### src/rtl/ex_stage_if.sv
// Execute-stage signal bundle: ID/EX register outputs in, EX/MEM register inputs out.
// The slave modport is the execute stage; the master modport is the surrounding pipeline.
interface ex_stage_if #(parameter int DATA_W = 32);
    logic              flush_i;
    logic [7:0]        aluop_i;
    logic [2:0]        alusel_i;
    logic [DATA_W-1:0] reg1_i;
    logic [DATA_W-1:0] reg2_i;
    logic [4:0]        wd_i;
    logic              wreg_i;
    logic [DATA_W-1:0] hi_i;
    logic [DATA_W-1:0] lo_i;
    logic [4:0]        wd_o;
    logic              wreg_o;
    logic [DATA_W-1:0] wdata_o;
    logic              whilo_o;
    logic [DATA_W-1:0] hi_o;
    logic [DATA_W-1:0] lo_o;
    logic              stallreq_o;
    logic              ovf_o;

    modport slave (
        input  flush_i, aluop_i, alusel_i, reg1_i, reg2_i, wd_i, wreg_i, hi_i, lo_i,
        output wd_o, wreg_o, wdata_o, whilo_o, hi_o, lo_o, stallreq_o, ovf_o
    );

    modport master (
        output flush_i, aluop_i, alusel_i, reg1_i, reg2_i, wd_i, wreg_i, hi_i, lo_i,
        input  wd_o, wreg_o, wdata_o, whilo_o, hi_o, lo_o, stallreq_o, ovf_o
    );
endinterface

### src/rtl/ex_stage.sv
// Execute stage: single-cycle ALU/shift/HI-LO moves plus an iterative restoring DIV/DIVU engine.
// Optional macro EX_OVF_CHECK_EN: signed overflow on ADD/SUB raises ovf_o and suppresses the GPR write.
module ex_stage #(
    parameter int DATA_W = 32
) (
    input logic     clk,
    input logic     rst,
    ex_stage_if.slave bus
);
    localparam int SH_W  = $clog2(DATA_W);
    localparam int CNT_W = $clog2(DATA_W);
    localparam logic [CNT_W-1:0] CNT_LAST = CNT_W'(DATA_W - 1);

    localparam logic [2:0] EXE_RES_LOGIC = 3'b001;
    localparam logic [2:0] EXE_RES_SHIFT = 3'b010;
    localparam logic [2:0] EXE_RES_MOVE  = 3'b011;
    localparam logic [2:0] EXE_RES_ARITH = 3'b100;

    localparam logic [7:0] EXE_AND_OP  = 8'b00100100;
    localparam logic [7:0] EXE_OR_OP   = 8'b00100101;
    localparam logic [7:0] EXE_XOR_OP  = 8'b00100110;
    localparam logic [7:0] EXE_NOR_OP  = 8'b00100111;
    localparam logic [7:0] EXE_SLL_OP  = 8'b01111100;
    localparam logic [7:0] EXE_SRL_OP  = 8'b00000010;
    localparam logic [7:0] EXE_SRA_OP  = 8'b00000011;
    localparam logic [7:0] EXE_SLT_OP  = 8'b00101010;
    localparam logic [7:0] EXE_SLTU_OP = 8'b00101011;
    localparam logic [7:0] EXE_ADD_OP  = 8'b00100000;
    localparam logic [7:0] EXE_ADDU_OP = 8'b00100001;
    localparam logic [7:0] EXE_SUB_OP  = 8'b00100010;
    localparam logic [7:0] EXE_SUBU_OP = 8'b00100011;
    localparam logic [7:0] EXE_MFHI_OP = 8'b00010000;
    localparam logic [7:0] EXE_MTHI_OP = 8'b00010001;
    localparam logic [7:0] EXE_MFLO_OP = 8'b00010010;
    localparam logic [7:0] EXE_MTLO_OP = 8'b00010011;
    localparam logic [7:0] EXE_DIV_OP  = 8'b00011010;
    localparam logic [7:0] EXE_DIVU_OP = 8'b00011011;

    typedef enum logic [1:0] {DIV_IDLE, DIV_RUN, DIV_DONE} div_state_t;

    div_state_t        state;
    logic [CNT_W-1:0]  cnt;
    logic [DATA_W-1:0] quo;
    logic [DATA_W-1:0] rem;
    logic [DATA_W-1:0] dvs;
    logic              q_neg;
    logic              r_neg;

    logic              is_div;
    logic              is_sdiv;
    logic [DATA_W:0]   rem_sh;
    logic [DATA_W:0]   trial;
    logic signed [DATA_W-1:0] a_s;
    logic signed [DATA_W-1:0] b_s;
    logic signed [DATA_W-1:0] sum_s;
    logic signed [DATA_W-1:0] diff_s;
    logic [SH_W-1:0]   sh;
    logic [DATA_W-1:0] res;

    function automatic logic [DATA_W-1:0] apply_sign(input logic neg, input logic [DATA_W-1:0] v);
        return neg ? ('0 - v) : v;
    endfunction

    function automatic logic [DATA_W-1:0] magnitude(input logic signed [DATA_W-1:0] v);
        return apply_sign(v[DATA_W-1], v);
    endfunction

    assign is_sdiv = (bus.aluop_i == EXE_DIV_OP);
    assign is_div  = is_sdiv || (bus.aluop_i == EXE_DIVU_OP);
    assign a_s     = bus.reg1_i;
    assign b_s     = bus.reg2_i;
    assign sum_s   = a_s + b_s;
    assign diff_s  = a_s - b_s;
    assign sh      = bus.reg1_i[SH_W-1:0];

    // Trial subtraction; a clear top bit means the shifted remainder covers the divisor.
    assign rem_sh  = {rem, quo[DATA_W-1]};
    assign trial   = rem_sh - {1'b0, dvs};

    always_ff @(posedge clk) begin
        if (rst) begin
            state <= DIV_IDLE;
            cnt   <= '0;
            quo   <= '0;
            rem   <= '0;
            dvs   <= '0;
            q_neg <= 1'b0;
            r_neg <= 1'b0;
        end else if (bus.flush_i) begin
            state <= DIV_IDLE;
        end else begin
            case (state)
                DIV_IDLE: begin
                    if (is_div) begin
                        if (bus.reg2_i == '0) begin
                            quo   <= '0;
                            rem   <= '0;
                            q_neg <= 1'b0;
                            r_neg <= 1'b0;
                            state <= DIV_DONE;
                        end else begin
                            quo   <= is_sdiv ? magnitude(a_s) : bus.reg1_i;
                            dvs   <= is_sdiv ? magnitude(b_s) : bus.reg2_i;
                            rem   <= '0;
                            cnt   <= '0;
                            q_neg <= is_sdiv & (bus.reg1_i[DATA_W-1] ^ bus.reg2_i[DATA_W-1]);
                            r_neg <= is_sdiv & bus.reg1_i[DATA_W-1];
                            state <= DIV_RUN;
                        end
                    end
                end
                DIV_RUN: begin
                    if (!trial[DATA_W]) begin
                        rem <= trial[DATA_W-1:0];
                        quo <= {quo[DATA_W-2:0], 1'b1};
                    end else begin
                        rem <= rem_sh[DATA_W-1:0];
                        quo <= {quo[DATA_W-2:0], 1'b0};
                    end
                    cnt <= cnt + CNT_W'(1);
                    if (cnt == CNT_LAST) state <= DIV_DONE;
                end
                DIV_DONE: state <= DIV_IDLE;
                default:  state <= DIV_IDLE;
            endcase
        end
    end

    always_comb begin
        res = '0;
        case (bus.alusel_i)
            EXE_RES_LOGIC: begin
                case (bus.aluop_i)
                    EXE_AND_OP: res = bus.reg1_i & bus.reg2_i;
                    EXE_OR_OP:  res = bus.reg1_i | bus.reg2_i;
                    EXE_XOR_OP: res = bus.reg1_i ^ bus.reg2_i;
                    EXE_NOR_OP: res = ~(bus.reg1_i | bus.reg2_i);
                    default:    res = '0;
                endcase
            end
            EXE_RES_SHIFT: begin
                case (bus.aluop_i)
                    EXE_SLL_OP: res = bus.reg2_i << sh;
                    EXE_SRL_OP: res = bus.reg2_i >> sh;
                    EXE_SRA_OP: res = b_s >>> sh;
                    default:    res = '0;
                endcase
            end
            EXE_RES_ARITH: begin
                case (bus.aluop_i)
                    EXE_ADD_OP, EXE_ADDU_OP: res = sum_s;
                    EXE_SUB_OP, EXE_SUBU_OP: res = diff_s;
                    EXE_SLT_OP:  res = {{(DATA_W-1){1'b0}}, (a_s < b_s)};
                    EXE_SLTU_OP: res = {{(DATA_W-1){1'b0}}, (bus.reg1_i < bus.reg2_i)};
                    default:     res = '0;
                endcase
            end
            EXE_RES_MOVE: begin
                case (bus.aluop_i)
                    EXE_MFHI_OP: res = bus.hi_i;
                    EXE_MFLO_OP: res = bus.lo_i;
                    default:     res = '0;
                endcase
            end
            default: res = '0;
        endcase
    end

`ifdef EX_OVF_CHECK_EN
    logic add_ovf;
    logic sub_ovf;
    assign add_ovf = (a_s[DATA_W-1] == b_s[DATA_W-1]) && (sum_s[DATA_W-1] != a_s[DATA_W-1]);
    assign sub_ovf = (a_s[DATA_W-1] != b_s[DATA_W-1]) && (diff_s[DATA_W-1] != a_s[DATA_W-1]);
`endif

    always_comb begin
        bus.wd_o       = bus.wd_i;
        bus.wreg_o     = bus.wreg_i;
        bus.wdata_o    = res;
        bus.whilo_o    = 1'b0;
        bus.hi_o       = bus.hi_i;
        bus.lo_o       = bus.lo_i;
        bus.stallreq_o = 1'b0;
        bus.ovf_o      = 1'b0;
`ifdef EX_OVF_CHECK_EN
        if (((bus.aluop_i == EXE_ADD_OP) && add_ovf) || ((bus.aluop_i == EXE_SUB_OP) && sub_ovf)) begin
            bus.ovf_o  = 1'b1;
            bus.wreg_o = 1'b0;
        end
`endif
        if (bus.aluop_i == EXE_MTHI_OP) begin
            bus.whilo_o = 1'b1;
            bus.hi_o    = bus.reg1_i;
        end
        if (bus.aluop_i == EXE_MTLO_OP) begin
            bus.whilo_o = 1'b1;
            bus.lo_o    = bus.reg1_i;
        end
        if (is_div) bus.wreg_o = 1'b0;
        // Divider stall is combinational so the very first divide cycle already freezes the front end.
        case (state)
            DIV_IDLE: bus.stallreq_o = is_div & ~bus.flush_i;
            DIV_RUN:  bus.stallreq_o = ~bus.flush_i;
            DIV_DONE: begin
                if (!bus.flush_i) begin
                    bus.whilo_o = 1'b1;
                    bus.hi_o    = apply_sign(r_neg, rem);
                    bus.lo_o    = apply_sign(q_neg, quo);
                end
            end
            default: bus.stallreq_o = 1'b0;
        endcase
        if (rst) begin
            bus.wd_o       = '0;
            bus.wreg_o     = 1'b0;
            bus.wdata_o    = '0;
            bus.whilo_o    = 1'b0;
            bus.hi_o       = '0;
            bus.lo_o       = '0;
            bus.stallreq_o = 1'b0;
            bus.ovf_o      = 1'b0;
        end
    end

endmodule

### src/flat_wrapper.sv
// flat-port wrapper written by rule: the top's interface ports become plain ports
module ex_stage_flat 
#(
    parameter int DATA_W = 32
)
  (clk, rst, bus_flush_i, bus_aluop_i, bus_alusel_i, bus_reg1_i, bus_reg2_i, bus_wd_i, bus_wreg_i, bus_hi_i, bus_lo_i, bus_wd_o, bus_wreg_o, bus_wdata_o, bus_whilo_o, bus_hi_o, bus_lo_o, bus_stallreq_o, bus_ovf_o);
  ex_stage_if #(.DATA_W(DATA_W)) bus_i ();
  input logic clk;
  input logic rst;
  input wire logic [$bits(bus_i.flush_i)-1:0] bus_flush_i;
  input wire logic [$bits(bus_i.aluop_i)-1:0] bus_aluop_i;
  input wire logic [$bits(bus_i.alusel_i)-1:0] bus_alusel_i;
  input wire logic [$bits(bus_i.reg1_i)-1:0] bus_reg1_i;
  input wire logic [$bits(bus_i.reg2_i)-1:0] bus_reg2_i;
  input wire logic [$bits(bus_i.wd_i)-1:0] bus_wd_i;
  input wire logic [$bits(bus_i.wreg_i)-1:0] bus_wreg_i;
  input wire logic [$bits(bus_i.hi_i)-1:0] bus_hi_i;
  input wire logic [$bits(bus_i.lo_i)-1:0] bus_lo_i;
  output wire logic [$bits(bus_i.wd_o)-1:0] bus_wd_o;
  output wire logic [$bits(bus_i.wreg_o)-1:0] bus_wreg_o;
  output wire logic [$bits(bus_i.wdata_o)-1:0] bus_wdata_o;
  output wire logic [$bits(bus_i.whilo_o)-1:0] bus_whilo_o;
  output wire logic [$bits(bus_i.hi_o)-1:0] bus_hi_o;
  output wire logic [$bits(bus_i.lo_o)-1:0] bus_lo_o;
  output wire logic [$bits(bus_i.stallreq_o)-1:0] bus_stallreq_o;
  output wire logic [$bits(bus_i.ovf_o)-1:0] bus_ovf_o;
  assign bus_i.flush_i = bus_flush_i;
  assign bus_i.aluop_i = bus_aluop_i;
  assign bus_i.alusel_i = bus_alusel_i;
  assign bus_i.reg1_i = bus_reg1_i;
  assign bus_i.reg2_i = bus_reg2_i;
  assign bus_i.wd_i = bus_wd_i;
  assign bus_i.wreg_i = bus_wreg_i;
  assign bus_i.hi_i = bus_hi_i;
  assign bus_i.lo_i = bus_lo_i;
  assign bus_wd_o = bus_i.wd_o;
  assign bus_wreg_o = bus_i.wreg_o;
  assign bus_wdata_o = bus_i.wdata_o;
  assign bus_whilo_o = bus_i.whilo_o;
  assign bus_hi_o = bus_i.hi_o;
  assign bus_lo_o = bus_i.lo_o;
  assign bus_stallreq_o = bus_i.stallreq_o;
  assign bus_ovf_o = bus_i.ovf_o;
  ex_stage #(.DATA_W(DATA_W)) u_core (.clk(clk), .rst(rst), .bus(bus_i));
endmodule
### config.mk
export PLATFORM = sky130hd
export DESIGN_NAME = ex_stage_flat
export DESIGN_NICKNAME = d
export VERILOG_FILES = /design/src/rtl/ex_stage_if.sv /design/src/rtl/ex_stage.sv /design/src/flat_wrapper.sv
export SDC_FILE = /design/constraint.sdc
export NUM_CORES = 1
export LEC_CHECK = 0
export ABC_AREA = 1
export BUFFER_PORTS_ARGS = -buffer_cell sky130_fd_sc_hd__buf_4
export CORE_AREA = 2 2 279 281
export CTS_BUF_LIST = sky130_fd_sc_hd__clkbuf_4 sky130_fd_sc_hd__clkbuf_8
export CTS_CLUSTER_SIZE = 12
export DETAILED_ROUTE_END_ITERATION = 16
export DIE_AREA = 0 0 281 283
export PLACE_DENSITY_LB_ADDON = 0.25
export REMOVE_ABC_BUFFERS = 1
export SKIP_CTS_REPAIR_TIMING = 1
export SLEW_MARGIN = 20
export SYNTH_ARGS = -nofsm -noshare
export SYNTH_HDL_FRONTEND = slang
export SYNTH_SLANG_ARGS = --single-unit
### constraint.sdc
create_clock -name clk -period 3.2 [get_ports clk]
set_clock_uncertainty 0.05 [all_clocks]
set_input_delay 0.32 -clock clk [delete_from_list [all_inputs] [get_ports clk]]
set_output_delay 0.32 -clock clk [all_outputs]
set_load 0.01 [all_outputs]
==> reports/summary.txt <==
I/O Buffers - 251
Grt total ovfl - 0
Initial DRC Count - 4137
Final #Nets - 5364
Arrival time of the worst setup path - 2.80 ns
CTS clk-pin slew, worst paths - 0.11 ns
Gr usage total - 0.3808
Slew headroom - 0.4542
Vias in the first global route - 30850
Fmax - 0.3159 GHz
First-pass GRT wire length - 219.8 mm
Layout cells sized above 1 - 0.1944
Post-DR wirelength/cell - 25.64 um
Ports - 253
Post-route minimum period - 3.165 ns
Clock buffer depth - 2
DIE WIDTH - 281 um
P&R area growth vs syn - 32.32%
Mapped Avg Cell Area - 5.102 um2
CTS buffer count - 9
Cell count after synthesis - 4462
Worst setup EP type - primary output
DR vias - 33830
WHS - 0.2422 ns
Pwr dens - 187.7 mW/mm2
Commonest cells post-synth - nand2_1, inv_1, nand3_1
Detailed-placement wirelength estimate - 134.3 mm
RSZ-0062 raised after global routing - true
Skew-Pair Late Insertion Delay - 0.45 ns
Detail Route Antenna Nets - 0
Residual DRC count - 0
Setup slack at placement - -0.1706 ns
Unique masters post-synth - 53
Largest area contributor in the netlist - nand2_1
Synth Cell Area - 0.02276 mm2
Most common cell in the netlist - nand2_1
Die ar. - 0.07952 mm2
Fill cells - 8858
Setup WS post-layout - 0.03454 ns
Synth top area cells - nand2_1, nand3_1, inv_1
Synth Register Bits - 105
Sequential element share of the synthesized area - 0.09234
CTS Root Buffer Type - clkbuf_8
Fin. max-slew vios - 0
Max Cap Violations - 0
Sink Count - 105
Final setup fails - 0
Die height - 283 um
Final GP Congestion - 1.066
Multi-input logic area - 0.01779 mm2
Largest net degree at the start of global routing - 67
Top cell type's share of synthesized area - 0.2244
Vias per cell - 5.527
DR pass1 iterations - 8
Initial antenna violation count - 10
Register Area - 0.002107 mm2
Async S/R FF share, synth - 0
Status - completed
Std cell rows - 102
Total Wirelength - 156.9 mm
VDD IR max - 0.1665 mV
Core area - 0.07670 mm2
Startpoint types - input pin
CTS tree - built
Fin. Hold Viols - 0
Initial Util - 0.2968
H-tree depth - 3
Leak Pwr - 15.75 nW
Yosys warns - 0
Crit Path Class - in2out
Crit path required time - 2.83 ns
Worst Hold Class - in2reg
Crit share post-route - 0.9892
Worst-path fanout max - 5
Actual slew at the worst max-slew pin - 0.8102 ns
EDFF count, synth - 0
Tot Pwr - 5.652 mW
Dominant synthesized flop cell - dfxtp_1
-- worst max-delay path: stages --
cell and delay [ns]:
buf_4 0.11, buf_4 0.15, ha_1 0.19, inv_1 0.16, o21ai_0 0.18, buf_4 0.17
a21oi_1 0.24, nand2_1 0.15, a21oi_1 0.15, buf_4 0.13, nand2_1 0.04, nand2_1 0.05
nand3_1 0.06, nand2_1 0.09, nand2_1 0.08, a21oi_2 0.25, buf_4 0.15, buf_4 0.11
-- layout by cell type, fill, tap and decap left out, types with 4 or more instances in the layout --
master	n
nor3_2	9
clkinvlp_4	6
o31ai_1	8
nand3_2	11
nand4_1	57
nand2_2	25
a21oi_2	15
buf_12	25
nand3b_1	16
o21bai_1	12
or2_2	7
o21a_1	4
inv_1	601
ha_4	7
o21ai_1	24
o211ai_1	34
mux2_2	5
dfxtp_1	103
o21ai_0	273
a31oi_1	14
inv_2	34
o22ai_1	57
nor2_2	28
nor3_1	42
a211oi_1	5
buf_4	767
ha_1	120
nor2_4	7
nand3_1	585
a21oi_1	401
clkbuf_8	9
and2_1	10
ha_2	10
nor2_1	307
xor2_1	40
xnor2_1	12
nand2_1	1343
-- metal layers --
layer | part of all wire | vias to the layer above | global-route usage
met5 | 0.00048 | - | 0
met4 | 0.056 | 10 | 0.1666
met3 | 0.10 | 316 | 0.07826
met2 | 0.42 | 1946 | 0.5817
met1 | 0.42 | 15800 | 0.5136
li1 | - | 15760 | -
-- where the power goes --
group | switching [mW] | leakage [nW] | internal (mW)
combinational | 2.24 | 14.8 | 1.21
clock | 0.580 | 0.0916 | 0.309
sequential | 0.00503 | 0.847 | 1.31
total | 2.82 | 15.7 | 2.83
-- kinds of logic after synthesis --
kind of cell             Yosys count  share of synthesized area
AO/OA/AOI/OAI                    859                     0.2013
XOR/XNOR                          52                    0.02001
adder cells (fa/ha/maj)          140                    0.07794
buffers and inverters            833                     0.1424
flip-flops                       105                    0.09234
multiplexers                       5                   0.002473
other                              1                  0.0001647
AND/OR/NAND/NOR                 2467                     0.4633
-- state kept, by name, indices dropped and copies added, names as in the netlist --
name / count
u_core.quo: 32
u_core.q_neg: 1
u_core.rem: 32
u_core.cnt: 5
u_core.r_neg: 1
u_core.dvs: 32
u_core.state: 2
-- layout make-up --
type / count / share of cell area
well taps: 1040 / 0.04320
inverters: 640 / 0.08026
repair buffers: 796 / 0.2094
multi-input cells: 3524 / 0.5908
diodes: 1 / 0.00008308
clock inverters: 6 / 0.001994
flip-flops and latches: 105 / 0.06995
clock buffers: 10 / 0.004362
-- final timing paths --
path                          startpoint                     endpoint  slack, ns  cells past startpoint
max reg2reg  u_core.quo[31]$_SDFFE_PP0P_  u_core.rem[13]$_SDFFE_PP0P_       0.27                     18
min                       bus_reg1_i[23]  u_core.quo[23]$_SDFFE_PP0P_       0.24                      4
min reg2reg   u_core.dvs[4]$_SDFFE_PP0P_   u_core.dvs[4]$_SDFFE_PP0P_       0.43                      2
max                       bus_reg1_i[20]              bus_wdata_o[29]       0.03                     18
-- stage by stage --
stage          cells  utilization  instance area (um2)  setup TNS [ns]
2_1_floorplan   4269            -                21920          -35.41
3_3_place_gp    6097       0.3844                29480         -0.7465
3_5_place_dp    6097       0.3844                29480         -0.3966
4_1_cts         6113       0.3869                29680          -1.572
5_1_grt         6121       0.3927                30120        -0.02026
6_report        6122       0.3927                30120               0
(Power assumes the default switching activity.)
